**src/rtl/decode_redirect_pkg.sv**
```systemverilog
// Shared opcode constants, instruction field ranges and the ID/EX slot payload.
package decode_redirect_pkg;

    localparam int unsigned XLEN    = 32;
    localparam int unsigned OPC_W   = 6;
    localparam int unsigned REG_W   = 5;
    localparam int unsigned IMM_W   = 16;
    localparam int unsigned TGT_W   = 26;

    localparam int unsigned OPC_MSB = 31;
    localparam int unsigned OPC_LSB = 26;
    localparam int unsigned RS_MSB  = 25;
    localparam int unsigned RS_LSB  = 21;
    localparam int unsigned RT_MSB  = 20;
    localparam int unsigned RT_LSB  = 16;
    localparam int unsigned IMM_MSB = 15;
    localparam int unsigned IMM_LSB = 0;

    localparam logic [OPC_W-1:0] OP_RTYPE = 6'h00;
    localparam logic [OPC_W-1:0] OP_J     = 6'h02;
    localparam logic [OPC_W-1:0] OP_JAL   = 6'h03;
    localparam logic [OPC_W-1:0] OP_BEQ   = 6'h04;
    localparam logic [OPC_W-1:0] OP_BNE   = 6'h05;
    localparam logic [OPC_W-1:0] OP_LW    = 6'h23;
    localparam logic [OPC_W-1:0] OP_SW    = 6'h2b;

    // One pipeline slot: instruction word plus its PC.
    typedef struct packed {
        logic [XLEN-1:0] instr;
        logic [XLEN-1:0] pc;
    } slot_t;

    localparam int unsigned SLOT_W = $bits(slot_t);

    function automatic logic [OPC_W-1:0] get_opcode(input logic [XLEN-1:0] w);
        return w[OPC_MSB:OPC_LSB];
    endfunction

    function automatic logic [REG_W-1:0] get_rs(input logic [XLEN-1:0] w);
        return w[RS_MSB:RS_LSB];
    endfunction

    function automatic logic [REG_W-1:0] get_rt(input logic [XLEN-1:0] w);
        return w[RT_MSB:RT_LSB];
    endfunction

    function automatic logic [IMM_W-1:0] get_imm(input logic [XLEN-1:0] w);
        return w[IMM_MSB:IMM_LSB];
    endfunction

endpackage

```
**src/rtl/decode_redirect_hazard_unit.sv**
```systemverilog
// Load-use hazard detection between the EX-slot load and the ID-slot consumer.
module hazard_unit
    import decode_redirect_pkg::*;
(
    input  logic [XLEN-1:0] Instr_ID,
    input  logic [XLEN-1:0] Instr_EX,
    input  logic            BranchTaken_EX,
    output logic            AnyStall
);

    logic [OPC_W-1:0] op_id;
    logic [OPC_W-1:0] op_ex;
    logic [REG_W-1:0] rs_id;
    logic [REG_W-1:0] rt_id;
    logic [REG_W-1:0] rt_ex;
    logic             load_ex;
    logic             reads_rt;
    logic             hazard;
    logic             unused_bits;

    // Only opcode and register fields participate in the comparison.
    assign unused_bits = ^{Instr_ID[IMM_MSB:IMM_LSB], Instr_EX[RS_MSB:RS_LSB],
                           Instr_EX[IMM_MSB:IMM_LSB]};

    // Hazard when a live load in EX writes a register the ID instruction reads.
    always_comb begin
        op_id    = get_opcode(Instr_ID);
        op_ex    = get_opcode(Instr_EX);
        rs_id    = get_rs(Instr_ID);
        rt_id    = get_rt(Instr_ID);
        rt_ex    = get_rt(Instr_EX);
        load_ex  = (op_ex == OP_LW) && (rt_ex != '0);
        reads_rt = (op_id == OP_RTYPE) || (op_id == OP_BEQ) ||
                   (op_id == OP_BNE)   || (op_id == OP_SW);
        hazard   = load_ex && ((rt_ex == rs_id) || (reads_rt && (rt_ex == rt_id)));
        AnyStall = hazard && !BranchTaken_EX;
    end

endmodule

```
**src/rtl/dff.sv**
```systemverilog
// Generic register with asynchronous active-high reset to a parameterised value.
module dff #(
    parameter int unsigned     W         = 1,
    parameter logic [W-1:0]    RESET_VAL = '0
) (
    input  logic         clk,
    input  logic         reset,
    input  logic [W-1:0] d,
    output logic [W-1:0] q
);

    // Storage with asynchronous clear to RESET_VAL.
    always_ff @(posedge clk or posedge reset) begin
        if (reset) begin
            q <= RESET_VAL;
        end else begin
            q <= d;
        end
    end

endmodule

```
**src/rtl/decode_redirect.sv**
```systemverilog
// ID/EX slots with jump decode, branch resolution, load-use stall and squash.
module decode_redirect
    import decode_redirect_pkg::*;
#(
    parameter logic [31:0] NOP_WORD = 32'h00000000
) (
    input  logic        clk,
    input  logic        reset,
    input  logic [31:0] FetchData_IF,
    input  logic [31:0] Pc_IF,
    input  logic [31:0] RsVal_EX,
    input  logic [31:0] RtVal_EX,
    output logic [31:0] Instr_ID,
    output logic [31:0] Pc_ID,
    output logic [31:0] Instr_EX,
    output logic [31:0] Pc_EX,
    output logic        AnyStall,
    output logic        Jump_ID,
    output logic [25:0] JumpTgt_ID,
    output logic        BranchTaken_EX,
    output logic [31:0] RedirectPc_EX
);

    localparam logic [SLOT_W-1:0] SLOT_RESET = {NOP_WORD, 32'h00000000};

    slot_t           id_q;
    slot_t           ex_q;
    slot_t           id_d;
    slot_t           ex_d;
    slot_t           bubble;
    logic [OPC_W-1:0] op_id;
    logic [OPC_W-1:0] op_ex;
    logic [IMM_W-1:0] imm_ex;
    logic [XLEN-1:0]  br_offset;

    dff #(.W(SLOT_W), .RESET_VAL(SLOT_RESET)) u_id_slot (
        .clk   (clk),
        .reset (reset),
        .d     (id_d),
        .q     (id_q)
    );

    dff #(.W(SLOT_W), .RESET_VAL(SLOT_RESET)) u_ex_slot (
        .clk   (clk),
        .reset (reset),
        .d     (ex_d),
        .q     (ex_q)
    );

    hazard_unit u_hazard (
        .Instr_ID       (id_q.instr),
        .Instr_EX       (ex_q.instr),
        .BranchTaken_EX (BranchTaken_EX),
        .AnyStall       (AnyStall)
    );

    assign Instr_ID   = id_q.instr;
    assign Pc_ID      = id_q.pc;
    assign Instr_EX   = ex_q.instr;
    assign Pc_EX      = ex_q.pc;
    assign JumpTgt_ID = id_q.instr[TGT_W-1:0];

    // Branch resolution and target for the EX-slot instruction.
    always_comb begin
        op_ex          = get_opcode(ex_q.instr);
        imm_ex         = get_imm(ex_q.instr);
        br_offset      = {{14{imm_ex[IMM_W-1]}}, imm_ex, 2'b00};
        RedirectPc_EX  = ex_q.pc + 32'd4 + br_offset;
        BranchTaken_EX = 1'b0;
        case (op_ex)
            OP_BEQ:  BranchTaken_EX = (RsVal_EX == RtVal_EX);
            OP_BNE:  BranchTaken_EX = (RsVal_EX != RtVal_EX);
            default: BranchTaken_EX = 1'b0;
        endcase
    end

    // Jump decode in ID; a resolving branch in EX overrides it.
    always_comb begin
        op_id   = get_opcode(id_q.instr);
        Jump_ID = ((op_id == OP_J) || (op_id == OP_JAL)) && !BranchTaken_EX;
    end

    // Next slot contents: branch squash, then stall, then jump bubble, then advance.
    always_comb begin
        bubble.instr = NOP_WORD;
        bubble.pc    = 32'h00000000;
        id_d.instr   = FetchData_IF;
        id_d.pc      = Pc_IF;
        ex_d         = id_q;
        if (BranchTaken_EX) begin
            id_d = bubble;
            ex_d = bubble;
        end else if (AnyStall) begin
            id_d = id_q;
            ex_d = bubble;
        end else if (Jump_ID) begin
            id_d = bubble;
        end
    end

endmodule

```
**config.mk**
```make
export PLATFORM = sky130hd
export DESIGN_NAME = decode_redirect
export DESIGN_NICKNAME = d
export VERILOG_FILES = /design/src/rtl/decode_redirect_pkg.sv /design/src/rtl/decode_redirect_hazard_unit.sv /design/src/rtl/dff.sv /design/src/rtl/decode_redirect.sv
export SDC_FILE = /design/constraint.sdc
export NUM_CORES = 1
export LEC_CHECK = 0
export BUFFER_PORTS_ARGS = -buffer_cell sky130_fd_sc_hd__buf_2
export CAP_MARGIN = 20
export CORE_AREA = 2 2 123 125
export DETAILED_ROUTE_END_ITERATION = 12
export DIE_AREA = 0 0 125 127
export PLACE_DENSITY = 0.8
export SYNTH_ARGS = -nofsm -noshare
export SYNTH_HDL_FRONTEND = slang
export SYNTH_SLANG_ARGS = --single-unit
```
**constraint.sdc**
```tcl
create_clock -name clk -period 10.7 [get_ports clk]
set_input_delay 0.535 -clock clk [delete_from_list [all_inputs] [get_ports clk]]
set_output_delay 0.535 -clock clk [all_outputs]
set_load 0.01 [all_outputs]
```
# After elaboration in Yosys (flattened, before gate mapping)
# Cells that the tools add are included.
word_totals:
  ff_bits: 128
  elab_cells: 36
  output_inout_bits: 189
  in_bits: 130
op_classes:
  add_sub_neg: 2
  reduce_logical: 13
  n_eq_ne: 13
  mux: 6
op_table:
  columns: ["cell", "n"]
  rows:
  - ["64-bit two-way mux", 5]
  - ["32-bit by 3-bit adder with 32-bit output, second input constant", 1]
  - ["32-bit adder", 1]
  - ["32-bit == test", 1]
  - ["32-bit inequality test", 1]
  - ["6-bit by 3-bit == test with 1-bit output, second input constant", 4]
  - ["6-bit by 2-bit == test with 1-bit output, second input constant", 2]
  - ["6-bit == test, second input constant", 2]
  - ["5-bit == test", 2]
  - ["6-bit logical NOT", 1]
  - ["1-bit logical AND", 5]
  - ["1-bit logical OR", 5]
  - ["5-bit nonzero test", 1]
  - ["2-bit by 1-bit inequality test with 1-bit output, second input constant", 1]
  - ["1-bit case mux with 2 select lines", 1]
  - ["1-bit logical NOT", 1]

# Longest topological paths before layout
# Gate-level depths: netlist of run 1.
logic_depth:
  ltp_word: 10
  mapped_depth: 13
  mapped_depth_nobuf: 13

# Hierarchy
# A second synthesis of run 1 with hierarchy kept.
unflattened:
  hier_cells: 717
  hier_area_um2: 7288.2
modules_own_cells:
  columns: ["mod", "cells_each", "area_each_um2", "instances", "seq_area_each_um2"]
  rows:
  - ["decode_redirect", 565, 3898.7, 1, 0.0]
  - ["dff", 65, 1605.3, 2, 1601.5]
  - ["hazard_unit", 22, 178.9, 1, 0.0]

# Worst setup path after synthesis of run 1
# Ideal clock, no wire load.
synth_timing:
  kind: "register to output"
  from: "register u_ex_slot.q[33]"
  to: "output RedirectPc_EX[29]"
  path_stages_with_launch: 12
  arrival_time_ns: 2.777
  n_path_buf: 0
  t_required_ns: 10.165
  path_slack_ns: 7.388
  cell_sequence: "dfrtp_1 > ha_1 > ha_1 > fa_1 > a21o_1 > and4_1 > o21a_1 > nand3_1 > o21a_1 > o22ai_1 > a2111oi_0 > a311oi_1"
synth_between:
  elab_chain_len: 1
synth_lines:
  columns: ["element", "line_no", "source"]
  rows:
  - ["start: declaration", "dff.sv:9", "output logic [W-1:0] q"]
  - ["start signal: assignment", "dff.sv:15", "q <= RESET_VAL;"]
  - ["start signal: assignment", "dff.sv:17", "q <= d;"]
  - ["32-bit adder", "decode_redirect.sv:68", "RedirectPc_EX = ex_q.pc + 32'd4 + br_offset;"]
  - ["end: declaration", "decode_redirect.sv:21", "output logic [31:0] RedirectPc_EX"]
# Every way passes these cells.

# Final worst setup path of run 1
# Same ends and word-level chain as after synthesis.

==> results of run 1 <==
==> registers in the layout, summed over array words and instances, names as in the netlist <==
| register | flops |
|---|---|
| u_id_slot.q | 64 |
| u_ex_slot.q | 64 |
==> layout make-up <==
class                   instances  area, um2  area share (%)
diodes                          1       2.50          0.0271
inverters                      15       58.8           0.636
multi-input cells             550       3540            38.2
clock buffers                  17        425            4.60
repair buffers                323       1640            17.7
clock inverters                15        150            1.62
flip-flops and latches        128       3200            34.6
well taps                     184        230            2.49
==> worst reg2reg max path, cell delays in order, from the launching register on <==
cell      delay [ps]
dfrtp_1          400
or4b_2           680
nor3_2           340
nand2b_2         570
buf_4            480
o21ai_0          180
==> cell usage in the layout (no fill, tap or decap), types with 2 or more instances in the layout <==
master,synthesis,final
a2111oi_0,5,5
nor4_1,9,9
a21oi_1,22,22
nand2_1,143,143
nor2_1,21,20
a21o_1,17,17
and2_1,66,66
clkinvlp_4,0,3
nand3_1,6,6
o21ai_0,19,19
o211ai_1,2,2
ha_1,57,57
a211oi_1,3,3
xor2_1,42,42
and3_1,2,2
buf_2,9,318
nor3_1,8,8
xnor2_1,27,27
o22ai_1,2,2
buf_4,36,4
o21bai_1,4,4
inv_8,0,2
inv_1,14,13
a31oi_1,3,3
inv_6,0,7
a21boi_0,2,2
dfrtp_1,128,128
o21a_1,4,4
nand2b_1,4,3
nand4_1,6,6
clkbuf_16,0,17
o21ai_1,59,59
nor2b_1,2,2
==> per-stage QoR <==
stage	util, %	power (W)	cell area [um2]	hold slack (ps)	setup WS [ps]
after floorplan	-	0.000800	7140	528	6750
after global placement	60.0	0.000946	8650	478	7160
after detailed placement	60.0	0.000953	8650	485	6990
after CTS	64.0	0.00151	9230	213	6530
after global routing	64.1	0.00158	9250	252	6370
final	64.1	0.00151	9250	203	6540
==> path summary, 6_finish.rpt <==
kind / start / to / slack [ps] / depth (start not counted)
max in group asynchronous: reset / u_ex_slot.q[15]$_DFF_PP0_ / 9080 / 3
hold / removal: reset / u_ex_slot.q[57]$_DFF_PP0_ / 200 / 2
setup / recovery: u_ex_slot.q[33]$_DFF_PP0_ / RedirectPc_EX[29] / 6540 / 12
setup reg to reg: u_ex_slot.q[59]$_DFF_PP0_ / u_id_slot.q[41]$_DFFE_PP0P_ / 7890 / 5
min in group clk: FetchData_IF[27] / u_id_slot.q[59]$_DFFE_PP0P_ / 340 / 3
hold reg to reg: u_id_slot.q[15]$_DFFE_PP0P_ / u_id_slot.q[15]$_DFFE_PP0P_ / 490 / 2
==> where the power goes <==
part | switching (W) | internal (W)
Sequential | 0.0000360 | 0.000518
Combinational | 0.000219 | 0.000176
Clock | 0.000230 | 0.000327
==> synth_stat cells (8+ instances only) <==
| cell type | n | area [um2] |
|---|---|---|
| nand2_1 | 143 | 537 |
| dfrtp_1 | 128 | 3200 |
| xnor2_1 | 27 | 236 |
| o21ai_0 | 19 | 95.1 |
| a21o_1 | 17 | 128 |
| nor4_1 | 9 | 56.3 |
| o21ai_1 | 59 | 295 |
| ha_1 | 57 | 713 |
| nor2_1 | 21 | 78.8 |
| nor3_1 | 8 | 40.0 |
| buf_2 | 9 | 45.0 |
| buf_4 | 36 | 270 |
| inv_1 | 14 | 52.6 |
| and2_1 | 66 | 413 |
| xor2_1 | 42 | 368 |
| clkbuf_1 | 8 | 30.0 |
| a21oi_1 | 22 | 110 |
==> layer usage <==
metal  wire length (um)  vias up  track usage (%)
li1                   -     3100                -
met1               8730     3059             33.3
met2              10400      284             43.9
met3               1580       40             5.49
met4                530        2             11.2
met5                 12        -                0
==> logic make-up (layout without fill, tap and decap cells) <==
kind of cell,after synthesis,after routing
AO/OA/AOI/OAI,150,150
XOR/XNOR,69,69
adder cells (fa/ha/maj),58,58
buffers and inverters,71,370
flip-flops,128,128
multiplexers,1,1
other,0,1
AND/OR/NAND/NOR,272,272
==> qor.yml, run 1 <==
status: "complete, no violations"
cap_violations: 0
ctsResizeCount: 0
cp-start-kind: "register"
core_um2: 14400
syn-num-nets: 937
crit_type: "register to output pin"
root_buffer: "clkbuf_16"
yosysWarningCount: 0
gp_congestion: 0.987
tritoncts: "built"
synth.distinct_cells: 47
postCtsSetupBuffers: 0
dr.first_iter.drc_count: 432
fin_crit_sh_pct: 38.9
synth_adder_area_share_pct: 10.3
instances_no_fill: 1233
syn_area_um2: 7140
crit_fanout: 4
grt-ovfl-total: 0
cts_max_level: 4
synth_top_family_by_area: "simple AND/OR/NAND/NOR gates"
clk_latency_ps: 410
final_nets: 1223
synthArstFlopShare_pct: 100
synth-xor-area-share_pct: 8.46
drc: 0
syn-instance-count: 749
dpl.hpwl_um: 16200
cts.sinks: 128
first_pass_iters: 6
cts_hold_buf: 0
dieWidth_um: 125
grt_max_degree: 80
finalSetupViolCount: 0
rows: 44
drt-total-wl_um: 21300
finalClockSkew_ps: 18.2
setup_tns_ps: 0
period_needed_ps: 4160
synth_ff_type: "dfrtp_1"
slew_violations: 0
initial_utilization_pct: 49.5
powerDensity_nw_per_um2: 163
grt_pass1_vias: 6403
grt_pass1_wl_um: 32800
worst_pin_slew_ps: 976
ir_worst_vdd_mv: 0.0815
yosys-mux-area-fraction_pct: 0.140
nFillCells: 1258
die_h_um: 127
wl_per_cell_um: 17.2
clkSlewWorstSetupHoldPaths_ps: 60
synthSimpleGateAreaFrac_pct: 18.0
syn_to_final_growth_pct: 29.5
ant_nets: 0
portBuffers: 318
io_pins: 319
numCtsBuffers: 17
path_delay_family: "compound AO/OA/AOI/OAI gates"
dieArea_um2: 15900
hold_class: "input pin to async pin"
slew_headroom_pct: 35.0
cp.required_ps: 10170
synth_compound_area_share_pct: 12.5
p_leak_nw: 4.83
clock.fmax_mhz: 240
arrival_ps: 3630
cts_max_path_buffers: 2
ys_ff_latch: 128
syn_avg_cell_area_um2: 9.54
place_inst: 1199
cp_num_buf_inv: 1
grt_util_all_layers_pct: 26.2
antenna_found_initial: 2
yosysSeqAreaShare_pct: 44.8
synth_edf_count: 0
rsz0062_at_grt: "false"
worstSetupEndpointType: "output pin"
cpMaxStageDelayCell: "a2111oi_0"
path_cells: "ha_1 -> ha_1 -> fa_1 -> a21o_1 -> and4_1 -> o21a_1 -> nand3_1 -> o21a_1 -> o22ai_1 -> a2111oi_0 -> a311oi_1 -> buf_2"
critPathMaxStageDelay_ps: 510
vias: 6485
avgViaCountPerCell: 5.26
finalHoldViolations: 0
drive_gt1_share_pct: 34.6
No activity file was read; power rests on OpenSTA's default activity.
==> run 2, diff against run 1 <==
- CORE_AREA: 2 2 123 125 -> unset
- CORE_MARGIN: unset -> 1.5
- CORE_UTILIZATION: unset -> 43
- DIE_AREA: 0 0 125 127 -> unset
- PLACE_DENSITY: 0.8 -> 0.74
- clock period: 10.7 -> 3.55 ns (I/O delays scaled with it)
==> qor.yml, run 2 (same netlist as run 1, synthesis figures left out) <==
status: "complete, no violations"  # unchanged
clkSlewWorstSetupHoldPaths_ps: 60  # about the same
powerDensity_nw_per_um2: 470  # was 163 nW/um2
hold_class: "input pin to register"  # was input pin to async pin
io_pins: 319  # unchanged
portBuffers: 318  # unchanged
rr_worst_depth: 10  # was 5
worstSetupEndpointType: "output pin"  # unchanged
final_cell_mix: "buf_2, nand2_1, dfrtp_1, and2_1, o21ai_1"  # unchanged
worst_pin_slew_ps: 963  # was 976 ps
ir_worst_vdd_mv: 0.212  # was 0.0815 mV
nFillCells: 1290  # was 1,258
die_h_um: 132  # was 127 um
tritoncts: "built"  # unchanged
fin_ws_ps: 122  # was 6540 ps
root_buffer: "clkbuf_16"  # unchanged
syn_to_final_growth_pct: 41.5  # was 29.5%
cts_max_level: 4  # unchanged
ant_nets: 0  # unchanged
fin_util_pct: 62.9  # was 64.1%
final_common_cell: "buf_2"  # unchanged
place_inst: 1234  # was 1,199
fin_crit_sh_pct: 96.6
first_pass_iters: 4  # was 6
vias: 6763  # was 6,485
top_regs: "u_ex_slot.q (64), u_id_slot.q (64)"  # unchanged
clk_latency_ps: 410  # about the same
place_ws_ps: 253  # was 6990 ps
drc: 0  # unchanged
fin_hold_ws_ps: 22.5  # was 203 ps
whs_path_depth: 3
cts_max_path_buffers: 2  # unchanged
period_needed_ps: 3430
cts.sinks: 128  # unchanged
grt_pass1_vias: 6741  # was 6,403
grt_util_all_layers_pct: 25.1  # was 26.2%
avgViaCountPerCell: 5.08  # was 5.26
gp_congestion: 0.938  # was 0.987
drt-total-wl_um: 22200  # was 21,300 um
finalHoldViolations: 0  # unchanged
arrival_ps: 3250  # was 3630 ps
dr.first_iter.drc_count: 302  # was 432
finalClockSkew_ps: 11.7  # was 18.2 ps
initial_utilization_pct: 44.5  # was 49.5%
drive_gt1_share_pct: 35.0  # was 34.6%
crit_type: "register to output pin"  # unchanged
rsz0062_at_grt: "true"  # was false
wl_per_cell_um: 16.7  # was 17.2 um
finalSetupViolCount: 0  # unchanged
final_nets: 1287  # was 1,223
p_leak_nw: 5.13  # was 4.83 nW
grt_pass1_wl_um: 34700  # was 32,800 um
clock.fmax_mhz: 292
cap_violations: 0  # unchanged
crit_fanout: 3  # was 4
cp.required_ps: 3370  # was 10,170 ps
slew_headroom_pct: 35.6  # was 35.0%
numCtsBuffers: 17  # unchanged
core_um2: 16100  # was 14,400 um2
antenna_found_initial: 3  # was 2
cp-start-kind: "register"  # unchanged
rows: 46  # was 44
dieArea_um2: 17400  # was 15,900 um2
grt-ovfl-total: 0  # unchanged
instances_no_fill: 1331  # was 1,233
slew_violations: 0  # unchanged
dieWidth_um: 132  # was 125 um
grt_max_degree: 68  # was 80
dpl.hpwl_um: 16300  # was 16,200 um
[run 2: layout make-up]
class	count	area (um2)	share of cell area, %
Antenna cell	3	7.51	0.0743
Clock buffer	18	439	4.35
Clock inverter	14	166	1.65
Inverter	15	60.1	0.594
Multi-Input combinational cell	550	3650	36.1
Sequential cell	128	3210	31.7
Tap cell	216	270	2.67
Timing Repair Buffer	387	2300	22.8
[run 2: path summary, 6_finish.rpt]
check / startpoint / endpoint / slack, ps
max: u_ex_slot.q[33]$_DFF_PP0_ / RedirectPc_EX[29] / 120
min: Pc_IF[21] / u_id_slot.q[21]$_DFFE_PP0P_ / 20
max reg2reg: u_id_slot.q[60]$_DFFE_PP0P_ / u_id_slot.q[7]$_DFFE_PP0P_ / 980
min reg2reg: u_id_slot.q[22]$_DFFE_PP0P_ / u_id_slot.q[22]$_DFFE_PP0P_ / 490
max in group asynchronous: reset / u_ex_slot.q[47]$_DFF_PP0_ / 2160
min in group asynchronous: reset / u_ex_slot.q[3]$_DFF_PP0_ / 520
[run 2: critical path, cell delays in order (launching register included)]
cell,delay (ps)
dfrtp_1,410
ha_4,250
ha_4,160
fa_2,360
a21o_1,180
and4_1,230
o21a_1,220
nand3_2,120
o21a_1,200
o22ai_4,110
a2111oi_4,360
a311oi_2,60
buf_2,160
[run 2: layer usage]
metal / vias to the layer above / wire [um] / global-route usage [%]
li1: 3225 / - / -
met1: 3184 / 9230 / 30.9
met2: 310 / 10900 / 42.4
met3: 44 / 1470 / 5.73
met4: 0 / 639 / 10.4
met5: - / 0 / 0
[run 2: timing repair]
item / in CTS / in global routing
endpoints found under the hold margin: 78 / 0
endpoints found under the setup margin: 6 / 10
cloned: 0 / 0
pin swaps: 3 / 14
buffers inserted: 1 / 5
gates resized for setup: 8 / 20
hold buffers: 55 / 0
[run 2: through the flow]
step                power, W  setup TNS [ps]  area, um2
global route         0.00499            -121      10100
finish               0.00475               0      10100
global placement     0.00286               0       8750
detailed placement   0.00288               0       8750
CTS                  0.00472               0       9930
floorplan            0.00241               0       7150
[run 2: report_power, final]
part / internal (W) / total, W / switching [W] / leakage, nW
sequential: 0.00156 / 0.00167 / 0.000103 / 1.51
combinational: 0.000609 / 0.00131 / 0.000700 / 3.33
clock: 0.00108 / 0.00177 / 0.000695 / 0.289
total: 0.00325 / 0.00475 / 0.00150 / 5.13
